**src/rtl/mem_arb_pkg.sv**
```systemverilog
// Shared types and constants for the unified-memory port arbiter.
// Used by the interface, the winner-select block and the arbiter top.
package mem_arb_pkg;

  typedef enum logic [1:0] {
    IDLE  = 2'd0,
    ISSUE = 2'd1,
    WAIT  = 2'd2,
    ACK   = 2'd3
  } state_t;

  localparam logic [1:0] PORT_LD   = 2'd0;
  localparam logic [1:0] PORT_D    = 2'd1;
  localparam logic [1:0] PORT_F    = 2'd2;
  localparam logic [1:0] PORT_NONE = 2'd3;

  localparam int DEF_AW = 10;
  localparam int DEF_DW = 32;

endpackage

```
**src/rtl/mem_port_arbiter_if.sv**
```systemverilog
// Bundle of the three requester handshakes and the memory-array bus.
// The slave modport is the arbiter's view; master is the surrounding system.
interface mem_port_arbiter_if
  import mem_arb_pkg::*;
#(
  parameter int AW = DEF_AW,
  parameter int DW = DEF_DW
);

  logic          ld_req;
  logic          ld_we;
  logic [AW-1:0] ld_addr;
  logic [DW-1:0] ld_wdata;
  logic          ld_ack;

  logic          d_req;
  logic          d_we;
  logic [AW-1:0] d_addr;
  logic [DW-1:0] d_wdata;
  logic          d_ack;

  logic          f_req;
  logic [AW-1:0] f_addr;
  logic          f_ack;

  logic [DW-1:0] rdata;

  logic          mem_en;
  logic          mem_we;
  logic [AW-1:0] mem_addr;
  logic [DW-1:0] mem_wdata;
  logic [DW-1:0] mem_rdata;

  logic          busy;
  logic [1:0]    grant_id;

  modport slave (
    input  ld_req, ld_we, ld_addr, ld_wdata,
    input  d_req, d_we, d_addr, d_wdata,
    input  f_req, f_addr,
    input  mem_rdata,
    output ld_ack, d_ack, f_ack, rdata,
    output mem_en, mem_we, mem_addr, mem_wdata,
    output busy, grant_id
  );

  modport master (
    output ld_req, ld_we, ld_addr, ld_wdata,
    output d_req, d_we, d_addr, d_wdata,
    output f_req, f_addr,
    output mem_rdata,
    input  ld_ack, d_ack, f_ack, rdata,
    input  mem_en, mem_we, mem_addr, mem_wdata,
    input  busy, grant_id
  );

endinterface

```
**src/rtl/mem_arb_pick.sv**
```systemverilog
// Combinational winner select: loader > data > fetch, unless a starved
// fetch is being forced through ahead of both.
module mem_arb_pick
  import mem_arb_pkg::*;
(
  input  logic       ld_req,
  input  logic       d_req,
  input  logic       f_req,
  input  logic       starve_force,
  output logic [1:0] winner
);

  always_comb begin
    winner = PORT_NONE;
    if (f_req && starve_force) begin
      winner = PORT_F;
    end else if (ld_req) begin
      winner = PORT_LD;
    end else if (d_req) begin
      winner = PORT_D;
    end else if (f_req) begin
      winner = PORT_F;
    end
  end

endmodule

```
**src/rtl/mem_port_arbiter.sv**
```systemverilog
// Serialises loader, data and fetch accesses onto the single-port memory,
// one transaction at a time, with a starvation guard for instruction fetch.
module mem_port_arbiter
  import mem_arb_pkg::*;
#(
  parameter int AW       = DEF_AW,
  parameter int DW       = DEF_DW,
  parameter int MEM_LAT  = 1,
  parameter int MAX_SKIP = 4
) (
  input logic               clk,
  input logic               rst,
  mem_port_arbiter_if.slave bus
);

  localparam int LW = $clog2(MEM_LAT + 1);
  localparam int SW = $clog2(MAX_SKIP + 1);

  state_t        state_q;
  state_t        state_d;
  logic [1:0]    owner_q;
  logic [1:0]    winner;
  logic [AW-1:0] addr_q;
  logic          we_q;
  logic [DW-1:0] wdata_q;
  logic [DW-1:0] rdata_q;
  logic [LW-1:0] lat_q;
  logic [LW-1:0] lat_nxt;
  logic [SW-1:0] skip_q;
  logic          any_req;
  logic          starve_force;
  logic          lat_done;

  logic          mem_en_c;
  logic          mem_we_c;
  logic          ld_ack_c;
  logic          d_ack_c;
  logic          f_ack_c;
  logic          busy_c;
  logic [1:0]    grant_id_c;

  assign any_req      = bus.ld_req | bus.d_req | bus.f_req;
  assign starve_force = bus.f_req && (skip_q == SW'(MAX_SKIP));
  assign lat_nxt      = lat_q + LW'(1);
  assign lat_done     = (lat_nxt == LW'(MEM_LAT));

  mem_arb_pick u_pick (
    .ld_req       (bus.ld_req),
    .d_req        (bus.d_req),
    .f_req        (bus.f_req),
    .starve_force (starve_force),
    .winner       (winner)
  );

  always_ff @(posedge clk) begin
    if (rst) begin
      state_q <= IDLE;
    end else begin
      state_q <= state_d;
    end
  end

  always_comb begin
    state_d    = state_q;
    mem_en_c   = 1'b0;
    mem_we_c   = 1'b0;
    ld_ack_c   = 1'b0;
    d_ack_c    = 1'b0;
    f_ack_c    = 1'b0;
    busy_c     = 1'b1;
    grant_id_c = owner_q;
    case (state_q)
      IDLE: begin
        busy_c     = 1'b0;
        grant_id_c = PORT_NONE;
        if (any_req) begin
          state_d = ISSUE;
        end
      end
      ISSUE: begin
        mem_en_c = 1'b1;
        mem_we_c = we_q;
        state_d  = we_q ? ACK : WAIT;
      end
      WAIT: begin
        if (lat_done) begin
          state_d = ACK;
        end
      end
      ACK: begin
        ld_ack_c = (owner_q == PORT_LD);
        d_ack_c  = (owner_q == PORT_D);
        f_ack_c  = (owner_q == PORT_F);
        state_d  = IDLE;
      end
      default: state_d = IDLE;
    endcase
  end

  // Request fields are captured at grant so requesters may change them later.
  always_ff @(posedge clk) begin
    if (rst) begin
      owner_q <= PORT_NONE;
      addr_q  <= '0;
      we_q    <= 1'b0;
      wdata_q <= '0;
      rdata_q <= '0;
      lat_q   <= '0;
      skip_q  <= '0;
    end else begin
      case (state_q)
        IDLE: begin
          if (any_req) begin
            owner_q <= winner;
            case (winner)
              PORT_LD: begin
                addr_q  <= bus.ld_addr;
                we_q    <= bus.ld_we;
                wdata_q <= bus.ld_wdata;
              end
              PORT_D: begin
                addr_q  <= bus.d_addr;
                we_q    <= bus.d_we;
                wdata_q <= bus.d_wdata;
              end
              default: begin
                addr_q  <= bus.f_addr;
                we_q    <= 1'b0;
                wdata_q <= '0;
              end
            endcase
          end
          if (!bus.f_req || winner == PORT_F) begin
            skip_q <= '0;
          end else if (skip_q != SW'(MAX_SKIP)) begin
            skip_q <= skip_q + SW'(1);
          end
        end
        ISSUE: lat_q <= '0;
        WAIT: begin
          lat_q <= lat_nxt;
          if (lat_done) begin
            rdata_q <= bus.mem_rdata;
          end
        end
        default: ;
      endcase
    end
  end

  assign bus.mem_en    = mem_en_c;
  assign bus.mem_we    = mem_we_c;
  assign bus.mem_addr  = addr_q;
  assign bus.mem_wdata = wdata_q;
  assign bus.ld_ack    = ld_ack_c;
  assign bus.d_ack     = d_ack_c;
  assign bus.f_ack     = f_ack_c;
  assign bus.rdata     = rdata_q;
  assign bus.busy      = busy_c;
  assign bus.grant_id  = grant_id_c;

endmodule

```
**src/flat_wrapper.sv**
```systemverilog
// flat-port wrapper written by rule: the top's interface ports become plain ports
module mem_port_arbiter_flat import mem_arb_pkg::*;
#(
  parameter int AW       = DEF_AW,
  parameter int DW       = DEF_DW,
  parameter int MEM_LAT  = 1,
  parameter int MAX_SKIP = 4
)
  (clk, rst, bus_ld_req, bus_ld_we, bus_ld_addr, bus_ld_wdata, bus_d_req, bus_d_we, bus_d_addr, bus_d_wdata, bus_f_req, bus_f_addr, bus_mem_rdata, bus_ld_ack, bus_d_ack, bus_f_ack, bus_rdata, bus_mem_en, bus_mem_we, bus_mem_addr, bus_mem_wdata, bus_busy, bus_grant_id);
  mem_port_arbiter_if #(.AW(AW), .DW(DW)) bus_i ();
  input logic clk;
  input logic rst;
  input wire logic [$bits(bus_i.ld_req)-1:0] bus_ld_req;
  input wire logic [$bits(bus_i.ld_we)-1:0] bus_ld_we;
  input wire logic [$bits(bus_i.ld_addr)-1:0] bus_ld_addr;
  input wire logic [$bits(bus_i.ld_wdata)-1:0] bus_ld_wdata;
  input wire logic [$bits(bus_i.d_req)-1:0] bus_d_req;
  input wire logic [$bits(bus_i.d_we)-1:0] bus_d_we;
  input wire logic [$bits(bus_i.d_addr)-1:0] bus_d_addr;
  input wire logic [$bits(bus_i.d_wdata)-1:0] bus_d_wdata;
  input wire logic [$bits(bus_i.f_req)-1:0] bus_f_req;
  input wire logic [$bits(bus_i.f_addr)-1:0] bus_f_addr;
  input wire logic [$bits(bus_i.mem_rdata)-1:0] bus_mem_rdata;
  output wire logic [$bits(bus_i.ld_ack)-1:0] bus_ld_ack;
  output wire logic [$bits(bus_i.d_ack)-1:0] bus_d_ack;
  output wire logic [$bits(bus_i.f_ack)-1:0] bus_f_ack;
  output wire logic [$bits(bus_i.rdata)-1:0] bus_rdata;
  output wire logic [$bits(bus_i.mem_en)-1:0] bus_mem_en;
  output wire logic [$bits(bus_i.mem_we)-1:0] bus_mem_we;
  output wire logic [$bits(bus_i.mem_addr)-1:0] bus_mem_addr;
  output wire logic [$bits(bus_i.mem_wdata)-1:0] bus_mem_wdata;
  output wire logic [$bits(bus_i.busy)-1:0] bus_busy;
  output wire logic [$bits(bus_i.grant_id)-1:0] bus_grant_id;
  assign bus_i.ld_req = bus_ld_req;
  assign bus_i.ld_we = bus_ld_we;
  assign bus_i.ld_addr = bus_ld_addr;
  assign bus_i.ld_wdata = bus_ld_wdata;
  assign bus_i.d_req = bus_d_req;
  assign bus_i.d_we = bus_d_we;
  assign bus_i.d_addr = bus_d_addr;
  assign bus_i.d_wdata = bus_d_wdata;
  assign bus_i.f_req = bus_f_req;
  assign bus_i.f_addr = bus_f_addr;
  assign bus_i.mem_rdata = bus_mem_rdata;
  assign bus_ld_ack = bus_i.ld_ack;
  assign bus_d_ack = bus_i.d_ack;
  assign bus_f_ack = bus_i.f_ack;
  assign bus_rdata = bus_i.rdata;
  assign bus_mem_en = bus_i.mem_en;
  assign bus_mem_we = bus_i.mem_we;
  assign bus_mem_addr = bus_i.mem_addr;
  assign bus_mem_wdata = bus_i.mem_wdata;
  assign bus_busy = bus_i.busy;
  assign bus_grant_id = bus_i.grant_id;
  mem_port_arbiter #(.AW(AW), .DW(DW), .MEM_LAT(MEM_LAT), .MAX_SKIP(MAX_SKIP)) u_core (.clk(clk), .rst(rst), .bus(bus_i));
endmodule
```
**config.mk**
```make
export PLATFORM = sky130hd
export DESIGN_NAME = mem_port_arbiter_flat
export DESIGN_NICKNAME = d
export VERILOG_FILES = /design/src/rtl/mem_arb_pkg.sv /design/src/rtl/mem_port_arbiter_if.sv /design/src/rtl/mem_arb_pick.sv /design/src/rtl/mem_port_arbiter.sv /design/src/flat_wrapper.sv
export SDC_FILE = /design/constraint.sdc
export NUM_CORES = 1
export LEC_CHECK = 0
export ABC_AREA = 1
export BUFFER_PORTS_ARGS = -buffer_cell sky130_fd_sc_hd__buf_2
export CAP_MARGIN = 10
export CORE_ASPECT_RATIO = 0.6
export CORE_MARGIN = 2
export CORE_UTILIZATION = 49
export CTS_BUF_LIST = sky130_fd_sc_hd__clkbuf_8
export DETAILED_ROUTE_END_ITERATION = 8
export PLACE_DENSITY = 0.95
export SYNTH_ARGS = -nofsm -noshare
export SYNTH_HDL_FRONTEND = slang
export SYNTH_SLANG_ARGS = --single-unit
```
**constraint.sdc**
```tcl
create_clock -name clk -period 3.2 [get_ports clk]
set_input_delay 0.16 -clock clk [delete_from_list [all_inputs] [get_ports clk]]
set_output_delay 0.16 -clock clk [all_outputs]
set_load 0.02 [all_outputs]
```
After elaboration in Yosys (flattened, before gate mapping)
Cells that the tools add are included.
Storage, ports and cells
  input port bits: 133
  word-level logic and storage cells: 57
  register bits: 83
  output and inout bits: 82
Operators by class
  equal/unequal tests: 11
  reductions and logical operators: 13
  $add $sub $neg: 2
  bitwise gates (word level): 2
  muxes and demuxes: 21
Operator list (number)
  32-bit case mux with 2 select lines: 1
  10-bit case mux with 2 select lines: 1
  2-bit 2-to-1 mux: 6
  2-bit equality test (second input constant): 4
  1-bit 2-to-1 mux: 8
  2-bit case mux with 4 select lines: 1
  2-bit AND reduction: 4
  2-bit by 1-bit equality test with 1-bit output (second input constant): 3
  2-bit zero test: 3
  3-bit 2-to-1 mux: 2
  2-bit by 1-bit inequality test with 1-bit output (second input constant): 2
  1-bit case mux with 2 select lines: 2
  2-bit nonzero test: 2
  3-bit by 1-bit adder with 3-bit output (second input constant): 1
  3-bit equality test (second input constant): 1
  3-bit inequality test (second input constant): 1
  1-bit logical AND: 2
  1-bit bitwise OR: 2
  1-bit adder (second input constant): 1
  1-bit zero test: 1
  1-bit logical OR: 1

Longest topological paths before layout
Gate-level depths: netlist of run 1.
  word-level depth: 8
  gate-level depth with buffers: 10

Modules after synthesis
Synthesis of run 1 repeated with hierarchy kept, for this count alone.
Second synthesis, totals
  cell total of the unflattened synthesis: 567
  area, all modules: 3729.8 µm²
By module, submodules not included
  mem_port_arbiter: area each 3699.8 µm², cells each 560, seq. area each 1661.6 µm², times used 1
  mem_arb_pick: area each 30.0 µm², cells each 7, seq. area each 0.0 µm², times used 1

Worst setup path before layout of run 1
OpenSTA, ideal clock, no wires.
  path kind: register -> register
  start point: reg u_core.state_q[0]
  end point: reg u_core.addr_q[4], in the netlist u_core.bus.mem_addr[4]
  stages on the path, launching flop included: 11
  library setup time: 109 ps
  setup slack: 1798 ps
  period minus slack after synthesis: 1402 ps
  data required time: 3091 ps
  path buffers: 2
  arrival time: 1294 ps
  path through: dfxtp_1 -> inv_1 -> ha_1 -> buf_2 -> nand2_4 -> inv_4 -> buf_4 -> nor2_1 -> nor2_1 -> nand2_1 -> inv_1
Between the ends
  word-level cells in the longest chain between the ends: 2
RTL lines
  from (decl): RTL line mem_port_arbiter.sv:19  | state_t state_q;
  from (signal assigned): RTL line mem_port_arbiter.sv:59  | state_q <= state_d;
  2-bit zero test: RTL line mem_port_arbiter.sv:111  | case (state_q)
  2-bit AND reduction (no line)
  to (signal assigned): RTL line mem_port_arbiter.sv:117  | addr_q <= bus.ld_addr;
  to (signal assigned): RTL line mem_port_arbiter.sv:122  | addr_q <= bus.d_addr;
  to (signal assigned): RTL line mem_port_arbiter.sv:127  | addr_q <= bus.f_addr;
  to (decl): RTL line mem_port_arbiter.sv:23  | logic [AW-1:0] addr_q;
Every way passes these cells.
A chain may end at the register's enable or synchronous reset.

Worst setup path in the final report of run 1
  start point: reg u_core.state_q[0]
  end point: reg u_core.rdata_q[19], in the netlist u_core.bus.rdata[19]
Between the ends
  word-level cells in the longest chain between the ends: 2
RTL lines
  2-bit equality test: RTL line mem_port_arbiter.sv:111
  2-bit AND reduction (no line)
  to (signal assigned): RTL line mem_port_arbiter.sv:143  | rdata_q <= bus.mem_rdata;
  to (decl): RTL line mem_port_arbiter.sv:26  | logic [DW-1:0] rdata_q;
Every way passes these cells.

==> run_results.csv, run 1 <==
group,metric,value,unit
outcome,outcome,"completed",
global_route,grt_pass1_vias,3894,
yosys,synth_area,3670,µm²
placement,portBuffers,214,
yosys,ys_warn_count,0,
sta,timing.fmax,0.370,GHz
die,num_io_pins,215,
detailed_routing,wirelength,11300,µm
clocking,post_cts_buffers,0,
cells_and_area,utilization,67.0,%
setup_path,startpoint_type,"flop",
setup_path,arrival,2950,ps
setup_path,crit_type,"flop to flop",
yosys,synthDistinctLibCells,25,
sta,worst_pin_slew,1000,ps
sta,period_needed,2700,ps
power,p_per_area,904,nW/µm²
clocking,cts_root_buffer,"clkbuf_8",
placement,place_congestion,0.807,
global_route,grt_max_degree,49,
yosys,syn_inst,514,
global_route,grt_pass1_wl,17500,µm
power,power_leakage,2.63,nW
cells_and_area,instances_no_fill,816,
power,ir_drop,503,µV
detailed_routing,drt_iter0_markers,328,
setup_path,r2r-start,"u_core.state_q[0]",
global_route,track_usage,26.8,%
clocking,cts_max_path_buffers,2,
yosys,netlist_top_cells_area,"dfxtp_1, a21oi_1, nor2_1",
yosys,avgSynthCellArea,7.15,µm²
min_path,hp-class,"input port to flop",
detailed_routing,drt_pre_antenna_iters,5,
sta,timing.final.ws_setup,501,ps
clocking,path_clk_slew,90,ps
sta,tns,0,ps
sta,slew_violations,0,
min_path,worstHoldEndpoint,"u_core.bus.rdata[30]",
setup_path,critPathMaxFanout,33,
detailed_routing,ant_nets,0,
detailed_routing,wl_per_cell,13.8,µm
die,rows,24,
die,fp.dieH,71.1,µm
sta,skew,8.40,ps
sta,slew-limit-headroom,33.3,%
global_route,antenna_found_initial,0,
yosys,synth_top_area_share,45.2,%
clocking,clock_latency,360,ps
cells_and_area,final_layout_size_suffix_gt1_share,34.8,%
setup_path,cp_data_required_time,3450,ps
clocking,htreeDepth,3,
cells_and_area,fill_cells,624,
yosys,synth.largest_area_cell,"dfxtp_1",
setup_path,r2r_end,"u_core.bus.rdata[19]",
clocking,hold_buffers,0,
global_route,overflow,0,
detailed_routing,vias_per_cell,5.09,
cells_and_area,syn_to_final_growth,32.6,%
yosys,synth_seq_cells,83,
min_path,whs_path_depth,3,
clocking,cts_resized,0,
setup_path,crit_path_end_kind,"flop",
die,initial_core_util,50.6,%
clocking,cts_tree,"built",
detailed_routing,num_vias,4151,
placement,dp_hpwl,7880,µm
yosys,ys_seq_area_share,45.2,%
clocking,cts_num_sinks,83,
job,cap_violations,0,
cells_and_area,fin_nets,846,
die,design.die.area,8230,µm²
placement,dpl_cell_area,4700,µm²
detailed_routing,drc,0,
placement,dp_cells,800,
sta,final_hold_viol_count,0,
cells_and_area,n_antenna_cell,0,
cells_and_area,fin_area,4870,µm²
die,dieWidth,116,µm
setup_path,reg2reg_depth,7,
die,core_area,7270,µm²
sta,period_share,84.3,%
clocking,numCtsBuffers,9,
placement,dpl_worst_slack,525,ps
sta,rsz0062_at_grt,"no",
yosys,syn_nets,653,
sta,final-setup-viol-count,0,
setup_path,rrSetupSlack,500,ps
min_path,min-delay-start,"bus_mem_rdata[30]",
==> worst max-delay path, stage by stage (launching register included) <==
cell and delay, ps:
dfxtp_1 350, inv_1 130, ha_1 200, inv_1 60
nor2_2 740, inv_1 730, nor2_1 310, nor2_1 80
==> power by group <==
group	internal, mW	leakage, nW	switching (mW)	total (mW)
sequential	1.44	0.684	0.208	1.64
combinational	0.657	1.87	1.43	2.09
clock	0.279	0.0805	0.390	0.669
==> cell usage in the layout (no fill, tap or decap), drive strengths merged <==
cell      instances
a21oi            70
nand2            95
clkinv            1
o21ai            70
dfxtp            83
nand3            24
clkinvlp          4
ha                6
nor3              3
xor2              1
inv              40
buf             215
o211ai            1
nor2             89
nand4             1
clkbuf            9
==> state kept, by name (all words and copies together) (netlist names) <==
| register | cells |
|---|---|
| u_core.owner_q | 2 |
| u_core.skip_q | 3 |
| u_core.bus.mem_addr | 10 |
| u_core.bus.mem_wdata | 32 |
| u_core.we_q | 1 |
| u_core.lat_q | 1 |
| u_core.bus.rdata | 32 |
| u_core.state_q | 2 |
==> final cells by class <==
type,count,area (µm²),area share [%]
well taps,104,130,2.67
inverters,38,145,2.98
clock buffers,9,124,2.54
multi-input cells,360,1690,34.6
repair buffers,215,1080,22.1
flip-flops and latches,83,1660,34.1
clock inverters,7,46.3,0.950
==> cells in the mapped netlist (all sizes together) <==
| library cell | count |
|---|---|
| a21oi | 70 |
| buf | 23 |
| clkbuf | 10 |
| dfxtp | 83 |
| ha | 6 |
| inv | 38 |
| nand2 | 95 |
| nand3 | 24 |
| nand4 | 1 |
| nor2 | 89 |
| nor3 | 3 |
| o211ai | 1 |
| o21ai | 70 |
| xor2 | 1 |
==> routing by layer <==
layer | share of wire, % | global-route usage [%] | vias up
met5 | 0 | 0 | -
met4 | 1.3 | 10.1 | 0
met3 | 10 | 9.25 | 19
met2 | 47 | 46.1 | 229
met1 | 41 | 31.0 | 1861
li1 | - | - | 2042
==> worst max-delay path by stage <==
stage	startpoint	end	slack [ps]	cells past startpoint
after detailed placement	u_core.state_q[0]	u_core.bus.rdata[19]	520	7
final	u_core.state_q[0]	u_core.bus.rdata[19]	500	7
after global placement	u_core.state_q[0]	u_core.bus.rdata[6]	750	7
after CTS	u_core.state_q[0]	u_core.bus.rdata[7]	480	7
after global routing	u_core.state_q[0]	u_core.bus.rdata[7]	210	7
after floorplan	u_core.state_q[0]	u_core.bus.mem_addr[4]	1800	10
==> cell families (layout without fill, tap and decap cells) <==
family | Yosys count | count (layout) | synth area share [%]
adder cells (fa/ha/maj) | 6 | 6 | 2.04
AND/OR/NAND/NOR | 212 | 212 | 24.2
flip-flops | 83 | 83 | 45.2
AO/OA/AOI/OAI | 141 | 141 | 19.3
XOR/XNOR | 1 | 1 | 0.238
buffers and inverters | 71 | 269 | 8.99
==> stage by stage <==
stage / power, mW / hold WS [ps]
2_1_floorplan: 3.06 / 295
4_1_cts: 4.41 / 9.17
3_5_place_dp: 3.73 / 393
6_report: 4.40 / 23.6
3_3_place_gp: 3.64 / 380
5_1_grt: 4.70 / 19.3
Power figures use the tool's default switching activity.
==> run 2: changes to the inputs <==
--- a/config.mk
+++ b/config.mk
@@ -10,10 +10,10 @@
 export CAP_MARGIN = 10
 export CORE_ASPECT_RATIO = 0.6
 export CORE_MARGIN = 2
-export CORE_UTILIZATION = 49
+export CORE_UTILIZATION = 41
 export CTS_BUF_LIST = sky130_fd_sc_hd__clkbuf_8
 export DETAILED_ROUTE_END_ITERATION = 8
-export PLACE_DENSITY = 0.95
+export PLACE_DENSITY = 0.88
 export SYNTH_ARGS = -nofsm -noshare
 export SYNTH_HDL_FRONTEND = slang
 export SYNTH_SLANG_ARGS = --single-unit
==> constraint.sdc (replaced) <==
create_clock -name clk -period 2.15 [get_ports clk]
set_input_delay 0.1075 -clock clk [delete_from_list [all_inputs] [get_ports clk]]
set_output_delay 0.1075 -clock clk [all_outputs]
set_load 0.02 [all_outputs]
==> run_results.csv, run 2 (synthesized netlist as in run 1, its figures left out) <==
group,metric,value,unit
sta,tns,0,ps
global_route,track_usage,25.3,%
placement,dp_hpwl,7880,µm
power,p_per_area,1240,nW/µm²
detailed_routing,drt_pre_antenna_iters,4,
die,design.die.area,9760,µm²
clocking,cts_root_buffer,"clkbuf_8",
setup_path,worst-path-buf-inv,2,
power,p_sw_share,45.1,%
setup_path,critPathMaxFanout,45,
min_path,hp-class,"input port to flop",
power,clkPwrFrac,16.9,%
detailed_routing,num_vias,4411,
sta,skew,12.4,ps
cells_and_area,syn_to_final_growth,51.5,%
detailed_routing,wl_per_cell,14.4,µm
die,initial_core_util,42.6,%
power,pwr-share-comb,47.5,%
sta,worst_pin_slew,434,ps
detailed_routing,drt_iter0_markers,241,
clocking,clock_latency,350,ps
detailed_routing,vias_per_cell,4.96,
cells_and_area,seq_area,1660,µm²
sta,period_share,80.6,%
detailed_routing,wirelength,12800,µm
power,ir_drop,671,µV
sta,slew-limit-headroom,71.1,%
clocking,path_clk_slew,90,ps
die,dieWidth,126,µm
setup_path,crit_path_end_kind,"flop",
global_route,busiest_layer,"met2",
cells_and_area,final_common_cell,"buf_2",
cells_and_area,fill_cells,721,
clocking,cts_tree,"built",
clocking,numCtsBuffers,9,
clocking,cts_num_sinks,83,
placement,dpl_cell_area,4800,µm²
detailed_routing,drc,0,
cells_and_area,final_layout_size_suffix_gt1_share,33.2,%
setup_path,crit_type,"flop to flop",
setup_path,cp_data_required_time,2420,ps
sta,period_needed,1730,ps
die,fp.dieH,77.3,µm
die,rows,26,
sta,final-setup-viol-count,0,
global_route,grtUsageMet2,45.0,%
sta,final_hold_viol_count,0,
global_route,grt_max_degree,49,
global_route,overflow,0,
power,p_total,6.92,mW
cells_and_area,fin_area,5570,µm²
job,cap_violations,0,
setup_path,path_delay_family,"buffers and inverters",
outcome,outcome,"completed",
sta,rsz0062_at_grt,"no",
clocking,hold_buffers,53,
power,p_int,3.80,mW
die,num_io_pins,215,
cells_and_area,n_antenna_cell,0,
global_route,grt_use_met3,7.79,%
die,core_area,8620,µm²
sta,slew_violations,0,
cells_and_area,layout_common_cells,"buf_2, nor2_1, dfxtp_1",
clocking,htreeDepth,3,
clocking,cts_resized,0,
cells_and_area,fin_nets,911,
setup_path,slowest_delay,360,ps
global_route,grt_use_met1,29.7,%
clocking,cts_max_path_buffers,2,
setup_path,startpoint_type,"flop",
sta,timing.fmax,0.577,GHz
placement,portBuffers,214,
detailed_routing,ant_nets,0,
clocking,post_cts_buffers,0,
global_route,antenna_found_initial,0,
power,power_leakage,2.94,nW
global_route,grt_pass1_wl,20100,µm
setup_path,critPathSlowestCell,"dfxtp_1",
cells_and_area,multi_input_area,1680,µm²
placement,place_congestion,0.915,
setup_path,path_cells,"inv_1, ha_1, nand2_4, inv_4, o21ai_0, a21oi_1",
power,seq_power_share,35.6,%
global_route,grt_pass1_vias,4315,
setup_path,arrival,2010,ps
power,power_switching,3.12,mW
==> run 2: path summary, 6_finish.rpt <==
check / from / endpoint / slack, ps / depth (start not counted)
setup / recovery: u_core.state_q[0] / u_core.bus.mem_wdata[27] / 420 / 6
hold / removal: bus_d_wdata[25] / u_core.bus.mem_wdata[25] / 20 / 3
setup reg to reg: u_core.state_q[0] / u_core.bus.mem_wdata[27] / 420 / 6
hold reg to reg: u_core.skip_q[0] / u_core.skip_q[0] / 500 / 2
==> run 2: area by class of cell <==
class | instances | share of cell area [%]
Timing Repair Buffer | 280 | 31.1
Multi-Input combinational cell | 360 | 30.2
Sequential cell | 83 | 29.8
Inverter | 38 | 2.61
Tap cell | 112 | 2.52
Clock buffer | 9 | 2.23
Clock inverter | 7 | 1.46
==> run 2: power groups by stage <==
| stage | sequential (mW) | clock, mW | combinational [mW] |
|---|---|---|---|
| floorplan | 3.10 | 0 | 1.46 |
| global placement | 2.46 | 0 | 3.10 |
| detailed placement | 2.46 | 0 | 3.17 |
| CTS | 2.44 | 1.19 | 3.25 |
| global route | 2.53 | 1.26 | 3.61 |
| finish | 2.47 | 1.17 | 3.29 |
==> run 2: tightest hold or removal path, stage by stage <==
cell and delay (ps):
buf_2 100, nand2_1 50, a21oi_1 60
==> run 2: layer usage <==
metal / vias up / wire length [µm]
met5: - / 0
met4: 0 / 187
met3: 19 / 1080
met2: 204 / 6150
met1: 2011 / 5390
li1: 2177 / -
==> run 2: metrics by stage <==
| step | cells | setup WS, ps | hold slack [ps] | util [%] |
|---|---|---|---|---|
| after floorplan | 514 | 748 | 242 | - |
| after global placement | 817 | 542 | 329 | 55.7 |
| after detailed placement | 817 | 430 | 335 | 55.7 |
| after CTS | 886 | 405 | 0.417 | 64.2 |
| after global routing | 889 | 234 | 4.83 | 64.6 |
| final | 889 | 417 | 16.4 | 64.6 |
==> run 3: changes to the inputs <==
--- a/config.mk
+++ b/config.mk
@@ -10,10 +10,10 @@
 export CAP_MARGIN = 10
 export CORE_ASPECT_RATIO = 0.6
 export CORE_MARGIN = 2
-export CORE_UTILIZATION = 41
+export CORE_UTILIZATION = 45
 export CTS_BUF_LIST = sky130_fd_sc_hd__clkbuf_8
 export DETAILED_ROUTE_END_ITERATION = 8
-export PLACE_DENSITY = 0.88
+export PLACE_DENSITY = 0.91
 export SYNTH_ARGS = -nofsm -noshare
 export SYNTH_HDL_FRONTEND = slang
 export SYNTH_SLANG_ARGS = --single-unit
==> constraint.sdc (replaced) <==
create_clock -name clk -period 1.7 [get_ports clk]
set_input_delay 0.085 -clock clk [delete_from_list [all_inputs] [get_ports clk]]
set_output_delay 0.085 -clock clk [all_outputs]
set_load 0.02 [all_outputs]
==> run_results.csv, run 3 (synthesized netlist as in run 1, its figures left out) <==
group,metric,value,unit
cells_and_area,layout_common_cells,"buf_2, nor2_1, dfxtp_1",
setup_path,slowest_delay,390,ps
sta,timing.hold.ws,19.6,ps
detailed_routing,num_vias,4721,
die,rows,25,
min_path,hp-class,"input port to flop",
setup_path,critPathSlowestCell,"dfxtp_1",
die,initial_core_util,46.6,%
cells_and_area,fin_area,5760,µm²
cells_and_area,n_antenna_cell,0,
clocking,cts_root_buffer,"clkbuf_8",
sta,slew_violations,0,
outcome,outcome,"completed",
global_route,grt_pass1_wl,20500,µm
sta,slew-limit-headroom,69.0,%
setup_path,cp_data_required_time,1620,ps
setup_path,startpoint_type,"flop",
setup_path,critPathMaxFanout,8,
setup_path,arrival,1480,ps
detailed_routing,ant_nets,0,
global_route,grt_use_met1,33.4,%
power,power_leakage,3.02,nW
setup_path,crit_start,"u_core.state_q[0]",
placement,dp_cells,813,
cells_and_area,syn_to_final_growth,56.8,%
sta,skew,11.9,ps
placement,portBuffers,214,
global_route,grt_use_met3,9.13,%
placement,dpl_cell_area,4820,µm²
detailed_routing,wirelength,13400,µm
placement,place_congestion,0.901,
die,dieWidth,121,µm
sta,worst_pin_slew,465,ps
clocking,cts_num_sinks,83,
global_route,grt_max_degree,54,
clocking,htreeDepth,3,
setup_path,path_cells,"inv_1, ha_4, inv_1, nand2_1, buf_2",
sta,final-setup-viol-count,0,
setup_path,r2r-start,"u_core.state_q[0]",
die,fp.dieH,74,µm
cells_and_area,fin_nets,928,
global_route,track_usage,29.1,%
detailed_routing,vias_per_cell,5.24,
clocking,cts_max_path_buffers,2,
sta,period_needed,1570,ps
global_route,grtUsageMet2,50.0,%
clocking,cts_tree,"built",
sta,tns,0,ps
placement,dp_hpwl,8130,µm
cells_and_area,final_layout_size_suffix_gt1_share,32.8,%
cells_and_area,final_common_cell,"buf_2",
global_route,grt_pass1_vias,4491,
global_route,busiest_layer,"met2",
die,num_io_pins,215,
die,design.die.area,8930,µm²
cells_and_area,instances_no_fill,901,
sta,period_share,92.3,%
detailed_routing,drt_iter0_markers,370,
setup_path,crit_type,"flop to output port",
clocking,path_clk_slew,80,ps
clocking,clock_latency,350,ps
global_route,overflow,0,
power,p_total,8.75,mW
detailed_routing,wl_per_cell,14.9,µm
sta,timing.fmax,0.637,GHz
setup_path,crit_top_cell,"inv_1",
job,cap_violations,0,
power,ir_drop,904,µV
detailed_routing,drc,0,
global_route,antenna_found_initial,0,
clocking,numCtsBuffers,9,
min_path,min-delay-start,"bus_d_addr[8]",
setup_path,crit_path_end_kind,"output port",
power,p_per_area,1520,nW/µm²
die,core_area,7880,µm²
detailed_routing,drt_pre_antenna_iters,5,
sta,final_hold_viol_count,0,
[run 3: cell count changes in the layout (fill, tap and decap cells not counted), moves of 2 or more]
cell           before  now
buf_12              2    4
buf_4               8    5
buf_6               0    2
clkinv_2            0    2
dlygate4sd3_1      56   72
inv_6               4    1
[run 3: power breakdown]
part	switching (mW)	total [mW]	internal, mW
Clock	0.678	1.34	0.660
Combinational	2.78	4.27	1.49
Sequential	0.434	3.14	2.71
[run 3: area by class of cell]
class / count / area (µm²)
fillers: 567 / 2120
repair buffers: 297 / 1930
multi-input cells: 360 / 1700
flip-flops and latches: 83 / 1660
inverters: 38 / 148
well taps: 108 / 135
clock buffers: 9 / 124
clock inverters: 6 / 58.8
[run 3: metal layers]
metal  routed length, µm  vias up
li1                    -     2214
met1                5150     2097
met2                6290      354
met3                1500       56
met4                 513        0
met5                   0        -
[run 3: worst max-delay path: cells and delay by family, from the launching register on]
family | cells | cell delay (ps)
flops | 1 | 390
buf+inv | 3 | 460
fa+ha+maj | 1 | 220
simple gates | 1 | 80
[run 3: timing repair]
item	4_1_cts	5_1_grt
hold buffers	71	1
gates resized for setup	1	6
pin swaps	0	1
hold endpoints to repair	64	1
cloned	0	0
buffers inserted	0	1
endpoints found under the setup margin	5	41
[run 3: path summary, 6_finish.rpt]
check,to,slack (ps),depth (start not counted)
max,bus_grant_id[1],130,5
min,u_core.bus.mem_addr[8],20,5
max reg2reg,u_core.bus.mem_wdata[16],170,6
min reg2reg,u_core.skip_q[0],510,2
[run 3: through the flow]
stage               utilization, %  worst slack, ps
floorplan                        -              298
global placement              61.2             80.1
detailed placement            61.2            -35.9
CTS                           72.5             63.6
global route                  73.1            -1.01
finish                        73.1              131
